==> config.mk <==
export PLATFORM = sky130hd
export DESIGN_NAME = mips_instr_encoder
export DESIGN_NICKNAME = d
export VERILOG_FILES = /design/src/rtl/mips_instr_encoder.sv
export SDC_FILE = /design/constraint.sdc
export NUM_CORES = 1
export LEC_CHECK = 0
export ABC_AREA = 1
export CORE_MARGIN = 3
export CORE_UTILIZATION = 55
export DETAILED_ROUTE_END_ITERATION = 6
export PLACE_DENSITY = 0.9
export REMOVE_ABC_BUFFERS = 1
export SLEW_MARGIN = 30
export SYNTH_ARGS = -nofsm -noshare
export SYNTH_HDL_FRONTEND = slang
export SYNTH_SLANG_ARGS = --single-unit
==> constraint.sdc <==
create_clock -name clk -period 3.7 [get_ports clk]
set_input_delay 0.74 -clock clk [delete_from_list [all_inputs] [get_ports clk]]
set_output_delay 0.74 -clock clk [all_outputs]
set_load 0.02 [all_outputs]
==> src/rtl/mips_instr_encoder.sv <==
// mips_instr_encoder: packs symbolic MIPS instruction requests into 32-bit
// words, buffers them in a small FIFO and streams them into instruction
// memory at consecutive word addresses starting from BASE_ADDR.
//
//   state | meaning
//   ------+-------------------------------------------------------------
//   IDLE  | waiting for the first request of a program
//   LOAD  | accepting requests while the FIFO has room
//   DRAIN | last request taken; flushing FIFO and output register
//   DONE  | one-cycle completion pulse, then back to IDLE
module mips_instr_encoder #(
  parameter int DEPTH     = 4,
  parameter int ADDR_W    = 8,
  parameter int BASE_ADDR = 0
) (
  input  logic              clk,
  input  logic              reset,
  input  logic              in_valid,
  output logic              in_ready,
  input  logic              in_last,
  input  logic [4:0]        op_sel,
  input  logic [4:0]        rs,
  input  logic [4:0]        rt,
  input  logic [4:0]        rd,
  input  logic [4:0]        shamt,
  input  logic [15:0]       imm,
  input  logic              imem_stall,
  output logic              imem_we,
  output logic [ADDR_W-1:0] imem_addr,
  output logic [31:0]       imem_wdata,
  output logic              done,
  output logic              err,
  output logic              addr_wrap
);

  localparam int PW = $clog2(DEPTH);
  localparam int CW = PW + 1;
  localparam logic [CW-1:0]     FULL = CW'(DEPTH);
  localparam logic [ADDR_W-1:0] BASE = ADDR_W'(BASE_ADDR);

  typedef enum logic [1:0] {IDLE, LOAD, DRAIN, DONE} state_t;

  state_t        state, state_nxt;
  logic [31:0]   mem [DEPTH];
  logic [PW-1:0] wr_ptr, rd_ptr;
  logic [CW-1:0] count;

  logic [31:0]   word;
  logic          op_ok;
  logic          is_r, shift_imm;
  logic [5:0]    funct, opcode;
  logic          accept, push, pop, wr_done;

  // Encode the incoming request into a MIPS word and flag unsupported selectors.
  always_comb begin
    funct     = 6'h00;
    opcode    = 6'h00;
    is_r      = 1'b0;
    shift_imm = 1'b0;
    op_ok     = 1'b1;
    case (op_sel)
      5'd0:  begin is_r = 1'b1; funct = 6'h20; end
      5'd1:  begin is_r = 1'b1; funct = 6'h21; end
      5'd2:  begin is_r = 1'b1; funct = 6'h22; end
      5'd3:  begin is_r = 1'b1; funct = 6'h23; end
      5'd4:  begin is_r = 1'b1; funct = 6'h24; end
      5'd5:  begin is_r = 1'b1; funct = 6'h25; end
      5'd6:  begin is_r = 1'b1; funct = 6'h26; end
      5'd7:  begin is_r = 1'b1; funct = 6'h27; end
      5'd8:  begin is_r = 1'b1; funct = 6'h2a; end
      5'd9:  begin is_r = 1'b1; funct = 6'h00; shift_imm = 1'b1; end
      5'd10: begin is_r = 1'b1; funct = 6'h04; end
      5'd11: begin is_r = 1'b1; funct = 6'h02; shift_imm = 1'b1; end
      5'd12: begin is_r = 1'b1; funct = 6'h06; end
      5'd13: begin is_r = 1'b1; funct = 6'h03; shift_imm = 1'b1; end
      5'd14: begin is_r = 1'b1; funct = 6'h07; end
      5'd15: opcode = 6'h04;
      5'd16: opcode = 6'h05;
      5'd17: opcode = 6'h23;
      5'd18: opcode = 6'h2b;
      5'd19: opcode = 6'h08;
      5'd20: opcode = 6'h09;
      5'd21: opcode = 6'h0c;
      5'd22: opcode = 6'h0d;
      5'd23: opcode = 6'h0e;
      default: op_ok = 1'b0;
    endcase
    if (is_r)
      word = {6'h00, (shift_imm ? 5'd0 : rs), rt, rd, (shift_imm ? shamt : 5'd0), funct};
    else
      word = {opcode, rs, rt, imm};
  end

  assign accept  = in_valid && in_ready;
  assign push    = accept && op_ok;
  assign pop     = (count != '0) && (!imem_we || !imem_stall);
  assign wr_done = imem_we && !imem_stall;

  // State register.
  always_ff @(posedge clk) begin
    if (reset) state <= IDLE;
    else       state <= state_nxt;
  end

  // Next-state logic and handshake/completion outputs from registered state.
  always_comb begin
    state_nxt = state;
    in_ready  = 1'b0;
    done      = 1'b0;
    case (state)
      IDLE: begin
        in_ready = 1'b1;
        if (in_valid) state_nxt = in_last ? DRAIN : LOAD;
      end
      LOAD: begin
        in_ready = (count < FULL);
        if (in_valid && (count < FULL) && in_last) state_nxt = DRAIN;
      end
      DRAIN: begin
        if ((count == '0) && !imem_we) state_nxt = DONE;
      end
      DONE: begin
        done      = 1'b1;
        state_nxt = IDLE;
      end
      default: state_nxt = IDLE;
    endcase
  end

  // FIFO storage; contents need no reset because the pointers define validity.
  always_ff @(posedge clk) begin
    if (push) mem[wr_ptr] <= word;
  end

  // FIFO pointers, output register, address counter and sticky flags.
  always_ff @(posedge clk) begin
    if (reset) begin
      wr_ptr     <= '0;
      rd_ptr     <= '0;
      count      <= '0;
      imem_we    <= 1'b0;
      imem_addr  <= BASE;
      imem_wdata <= 32'h0;
      err        <= 1'b0;
      addr_wrap  <= 1'b0;
    end else begin
      if (push) wr_ptr <= wr_ptr + 1'b1;
      if (pop) begin
        rd_ptr     <= rd_ptr + 1'b1;
        imem_wdata <= mem[rd_ptr];
        imem_we    <= 1'b1;
      end else if (wr_done) begin
        imem_we    <= 1'b0;
      end
      count <= count + CW'(push) - CW'(pop);

      if (accept) begin
        if (state == IDLE) begin
          err       <= !op_ok;
          addr_wrap <= 1'b0;
        end else if (!op_ok) begin
          err       <= 1'b1;
        end
      end

      // The output register is always empty in IDLE, so the restart never
      // collides with a completing write.
      if (accept && (state == IDLE)) begin
        imem_addr <= BASE;
      end else if (wr_done) begin
        imem_addr <= imem_addr + 1'b1;
        if (imem_addr == '1) addr_wrap <= 1'b1;
      end
    end
  end

endmodule

---- Word level (Yosys, flattened, before mapping) ----
Memory sizes are Yosys's and may differ from the RTL's. A register that Yosys moved wholly into a read port is not among the register bits.
Cells that the tools add are included.
word-level totals
  output and inout bits ................... 45
  memories kept ........................... 1
  input port bits ......................... 46
  register bits after elaboration ......... 20
  logic and storage cells ................. 95
  bits in writable memories ............... 128
  latch bits .............................. 0
  ROM bits ................................ 0
operators by class
  mux-type cells .......................... 26
  reductions and logical operators ........ 23
  equality and inequality tests ........... 31
  $lt $le $gt $ge ......................... 1
  $add $sub $neg .......................... 5
  bitwise gates (word level) .............. 0
  $mul .................................... 0
  div/mod/pow operators ................... 0
  shifts and indexed selects .............. 0
memories
  memory  depth  bits a word  read ports  clocked after memory_dff  wr ports  line  text
  mem     4      32           1           1                         1         44    logic [31:0] mem [DEPTH];
operators by type and width
  operator                                                                count
  6-bit one-hot mux with 14 select lines                                  1
  6-bit one-hot mux with 9 select lines                                   1
  5-bit by 4-bit equality test with 1-bit output (second input constant)  8
  5-bit equality test (second input constant)                             8
  32-bit two-way mux                                                      1
  24-bit OR reduction                                                     1
  5-bit by 3-bit equality test with 1-bit output (second input constant)  4
  1-bit two-way mux                                                       15
  15-bit OR reduction                                                     1
  5-bit by 2-bit equality test with 1-bit output (second input constant)  2
  5-bit two-way mux                                                       2
  8-bit by 1-bit adder with 8-bit output (second input constant)          1
  8-bit equality test (second input constant)                             1
  1-bit logical AND                                                       8
  2-bit two-way mux                                                       4
  2-bit one-hot mux with 4 select lines                                   1
  2-bit != test (second input constant)                                   3
  5-bit by 1-bit equality test with 1-bit output (second input constant)  1
  5-bit zero test                                                         1
  2-bit by 1-bit adder with 2-bit output (second input constant)          2
  2-bit equality test (second input constant)                             2
  3-bit by 1-bit adder with 3-bit output                                  1
  1-bit zero test                                                         3
  3-bit zero test                                                         1
  13 further kinds                                                        13

---- Logic depth before layout (Yosys ltp) ----
  depth after elaboration ................. 7
  gate-level depth with buffers ........... 13
  gate-level depth less buffers ........... 13

---- Worst setup path before layout ----
Ideal clock, no wire load.
  path type ............................... input port to flip-flop
  from .................................... in in_valid
  to ...................................... mem mem[0][0], enable pin
  stages .................................. 3
  slack ................................... 779 ps
  arrival ................................. 2502 ps
  path through ............................ a21boi_1 -> nand2_1 -> nor2_1
between the ends
  word-level cells in the longest chain between the ends .. 4
ends and longest elaborated chain
  item                                     line  text
  start: declaration                       18    input logic in_valid,
  1-bit logical AND                        94    assign accept = in_valid && in_ready;
  1-bit logical AND                        95    assign push = accept && op_ok;
  1-bit two-way mux                        132   if (push) mem[wr_ptr] <= word;
  1-bit two-way mux (implied by the code)  132
  end: declaration                         44
No other way between the ends.

---- Worst setup path after layout ----
  from .................................... in in_valid
  to ...................................... reg count[2]
between the ends
  word-level cells in the longest chain between the ends .. 4
ends and longest elaborated chain
  item                                         line  text
  1-bit logical AND                            94
  1-bit logical AND                            95
  3-bit by 1-bit adder with 3-bit output       155   count <= count + CW'(push) - CW'(pop);
  3-bit by 1-bit subtractor with 3-bit output  155
  end signal: assignment                       155
  end: declaration                             46    logic [CW-1:0] count;
No other way between the ends.
A chain may end at the register's enable or synchronous reset.

==> impl_results.md <==
- Worst vdd ir: 0.3585 mV
- P_sw: 2.309 mW
- RSZ-0062 raised after global routing: false
- Number of remaining DRC errors: 0
- Drt first pass iters: 5
- Gr usage total: 0.2140
- Layout cells sized above 1: 0.09264
- Vias/cell: 5.430
- Sw frac: 0.3576
- YS warnings: 0
- Int Pwr: 4.149 mW
- CP required: 4.01 ns
- WP data arrival: 2.97 ns
- Hold path depth: 2
- 1st-iter DRT viols: 516
- Critical register-to-register path startpoint: state[0]
- WS Path Type: primary input to register
- Post-CTS sizing: 0
- Critical path endpoint category: register
- Area grow syn2layout: 21.81%
- Chip Width: 122.3 µm
- Core area: 12930 µm²
- Comb pwr share: 0.345
- Register area share after synthesis: 0.6376
- Clk buf depth: 2
- Post-route cell area: 9064 µm²
- Skew final: 0.009910 ns
- Slew margin rel.: 0.4508
- Root buf cell: clkbuf_16
- I/O Pins: 91
- R2r setup slk: 1.11 ns
- Min-Delay Path Class: register to register
- Sequential share of power: 0.395
- Final setup violating endpoints: 0
- Post-route ant nets: 0
- Nets: 887
- CTS Buf Count: 17
- Yosys cell types: 36
- Startpoint Class: primary input
- Pleak: 3.382 nW
- Register bit count reported by yosys: 175
- Worst reg-to-reg path cell count: 13
- Final Hold Vio Count: 0
- Fill count: 882
- Reg2reg end: count[2]
- Maxcap violations: 0
- Vias: 5506
- Initial antenna violation count: 0
- H-tree level count: 4
- # clock sinks: 175
- Post-DP HPWL: 9709 µm
- TritonCTS clock tree: built
- Least-Margin Pin Slew: 0.8193 ns
- Number of global-route vias before repair: 5265
- Cell Pwr Density: 712.5 nW/µm²
- Maximum clock frequency: 376.2 MHz
- Hold Path Origin: err
- Setup TNS: 0 ns
- Critical path fanouts, max: 4
- Die height: 122.3 µm
- Hold buffer count at CTS: 0
- Max Slew Vio Count: 0
- Initial Utilization: 0.5756
- Post-Syn Instances: 746
- Crit share post-route: 0.7184
- Post-Syn Area per Cell: 9.974 µm²
- Largest net degree at the start of global routing: 66
- Mapped cell area: 7441 µm²
- Clock Latency Late Sink: 0.42 ns
- Status: finished, final reports clean
- Diode count: 0
- # Post-CTS Setup Buffers: 0
- Die ar.: 14960 µm²
- Num rows: 41
- Final RePlAce weighted congestion: 0.8959
- Port bufs: 89
- Min-Delay Endpoint: err
- DRT Wirelength: 15870 µm
- Final critical-path required period: 2.658 ns
- Clock power share: 0.260
- Reg clk slew, reported paths: 0.07 ns
- First-pass GRT wire length: 24510 µm
- Cell Area, Placed: 8502 µm²
- Routed wire per std cell: 15.65 µm
- Congestion Overflow GR: 0
-- power groups by stage --
stage          clock network [mW]  logic [mW]  registers [mW]
2_1_floorplan                   0        1.13            2.80
3_3_place_gp                    0        2.11            2.58
3_5_place_dp                    0        2.21            2.59
4_1_cts                      1.69        2.22            2.55
5_1_grt                      1.78        2.45            2.58
6_report                     1.68        2.23            2.55
-- worst max path at each step --
| stage | start | slack [ns] | cells after the start | endpoint |
|---|---|---|---|---|
| 3_3_place_gp | in_valid | 0.66 | 11 | count[2] |
| 6_report | in_valid | 1.04 | 11 | count[2] |
| 5_1_grt | in_valid | 0.93 | 11 | count[2] |
| 3_5_place_dp | in_valid | 0.59 | 11 | count[2] |
| 4_1_cts | state[0] | 1.06 | 5 | in_ready |
| 2_1_floorplan | imem_stall | 0.62 | 11 | count[2] |
-- final cells by class --
type                    instances  area [µm²]  area share
multi-input cells             486        2342      0.2584
repair buffers                101        1018      0.1124
clock buffers                  17       425.4     0.04694
flip-flops and latches        175        4746      0.5236
inverters                      48       182.7     0.02015
well taps                     172       215.2     0.02374
clock inverters                15       133.9     0.01477
-- registers in the layout, indices dropped and copies added (netlist names) --
signal	cells
count	3
err	1
imem_addr	8
addr_wrap	1
rd_ptr	2
imem_wdata	31
state	2
mem	124
imem_we	1
wr_ptr	2
-- layout by cell type (no fill, tap or decap), types with 5 or more instances in the layout --
master	count
o21ai_0	74
dfxtp_1	50
edfxtp_1	124
clkbuf_16	17
a21oi_1	13
nor2_1	194
ha_1	11
clkdlybuf4s50_1	89
buf_4	9
nor2_4	7
nand3_1	18
inv_1	39
nor3_1	5
nand3_2	10
inv_2	7
o21ai_1	56
nand2_1	77
clkinv_2	5
-- logic make-up (layout without fill, tap and decap cells) --
| kind of cell | Yosys count | in the layout | synth area share |
|---|---|---|---|
| xor+xnor | 2 | 2 | 0.002355 |
| simple gates | 321 | 321 | 0.1831 |
| fa+ha+maj | 12 | 12 | 0.02119 |
| flops | 175 | 175 | 0.6376 |
| buf+inv | 85 | 181 | 0.05162 |
| compound gates | 150 | 150 | 0.1036 |
| other cells | 1 | 1 | 0.0005040 |
-- synthesized netlist by cell type (all sizes together) --
cell	count	area share
a21oi	13	0.0087
dfxtp	51	0.14
conb	1	0.00050
o21ai	131	0.089
a21boi	1	0.0010
fa	1	0.0027
a31oi	1	0.00084
nand2	80	0.041
edfxtp	124	0.50
xor2	2	0.0024
and3	1	0.00084
nor2	203	0.11
ha	11	0.018
o21bai	1	0.0010
nand4	2	0.0017
nand3b	1	0.0010
o211ai	1	0.0010
a31o	1	0.0012
clkbuf	17	0.0086
buf	20	0.019
a41oi	1	0.0012
nor3	6	0.0047
nand3	28	0.026
inv	48	0.024
-- metrics by stage --
stage	power [mW]	cells	setup slack (ns)	hold slack [ns]	utilization
2_1_floorplan	3.933	709	0.6228	0.4423	-
3_3_place_gp	4.689	982	0.6614	0.4550	0.6577
3_5_place_dp	4.794	982	0.5940	0.4750	0.6577
4_1_cts	6.468	1014	1.057	0.4841	0.7009
5_1_grt	6.808	1014	0.9347	0.4967	0.7011
6_report	6.458	1014	1.042	0.4804	0.7011
-- worst max-delay path, cell delays in order --
cell,delay (ns)
clkdlybuf4s50_1,0.49
a21boi_1,0.31
nand2_1,0.12
ha_1,0.30
inv_1,0.05
ha_1,0.13
inv_1,0.05
fa_1,0.37
xor2_1,0.16
o21ai_0,0.18
a21oi_1,0.06
-- routing by layer --
metal | global-route usage | vias to the layer above | part of all wire
li1 | - | 2679 | -
met1 | 0.2537 | 2593 | 0.40
met2 | 0.3662 | 194 | 0.51
met3 | 0.05346 | 40 | 0.066
met4 | 0.1015 | 0 | 0.028
met5 | 0 | - | 0
(Power assumes the default switching activity.)
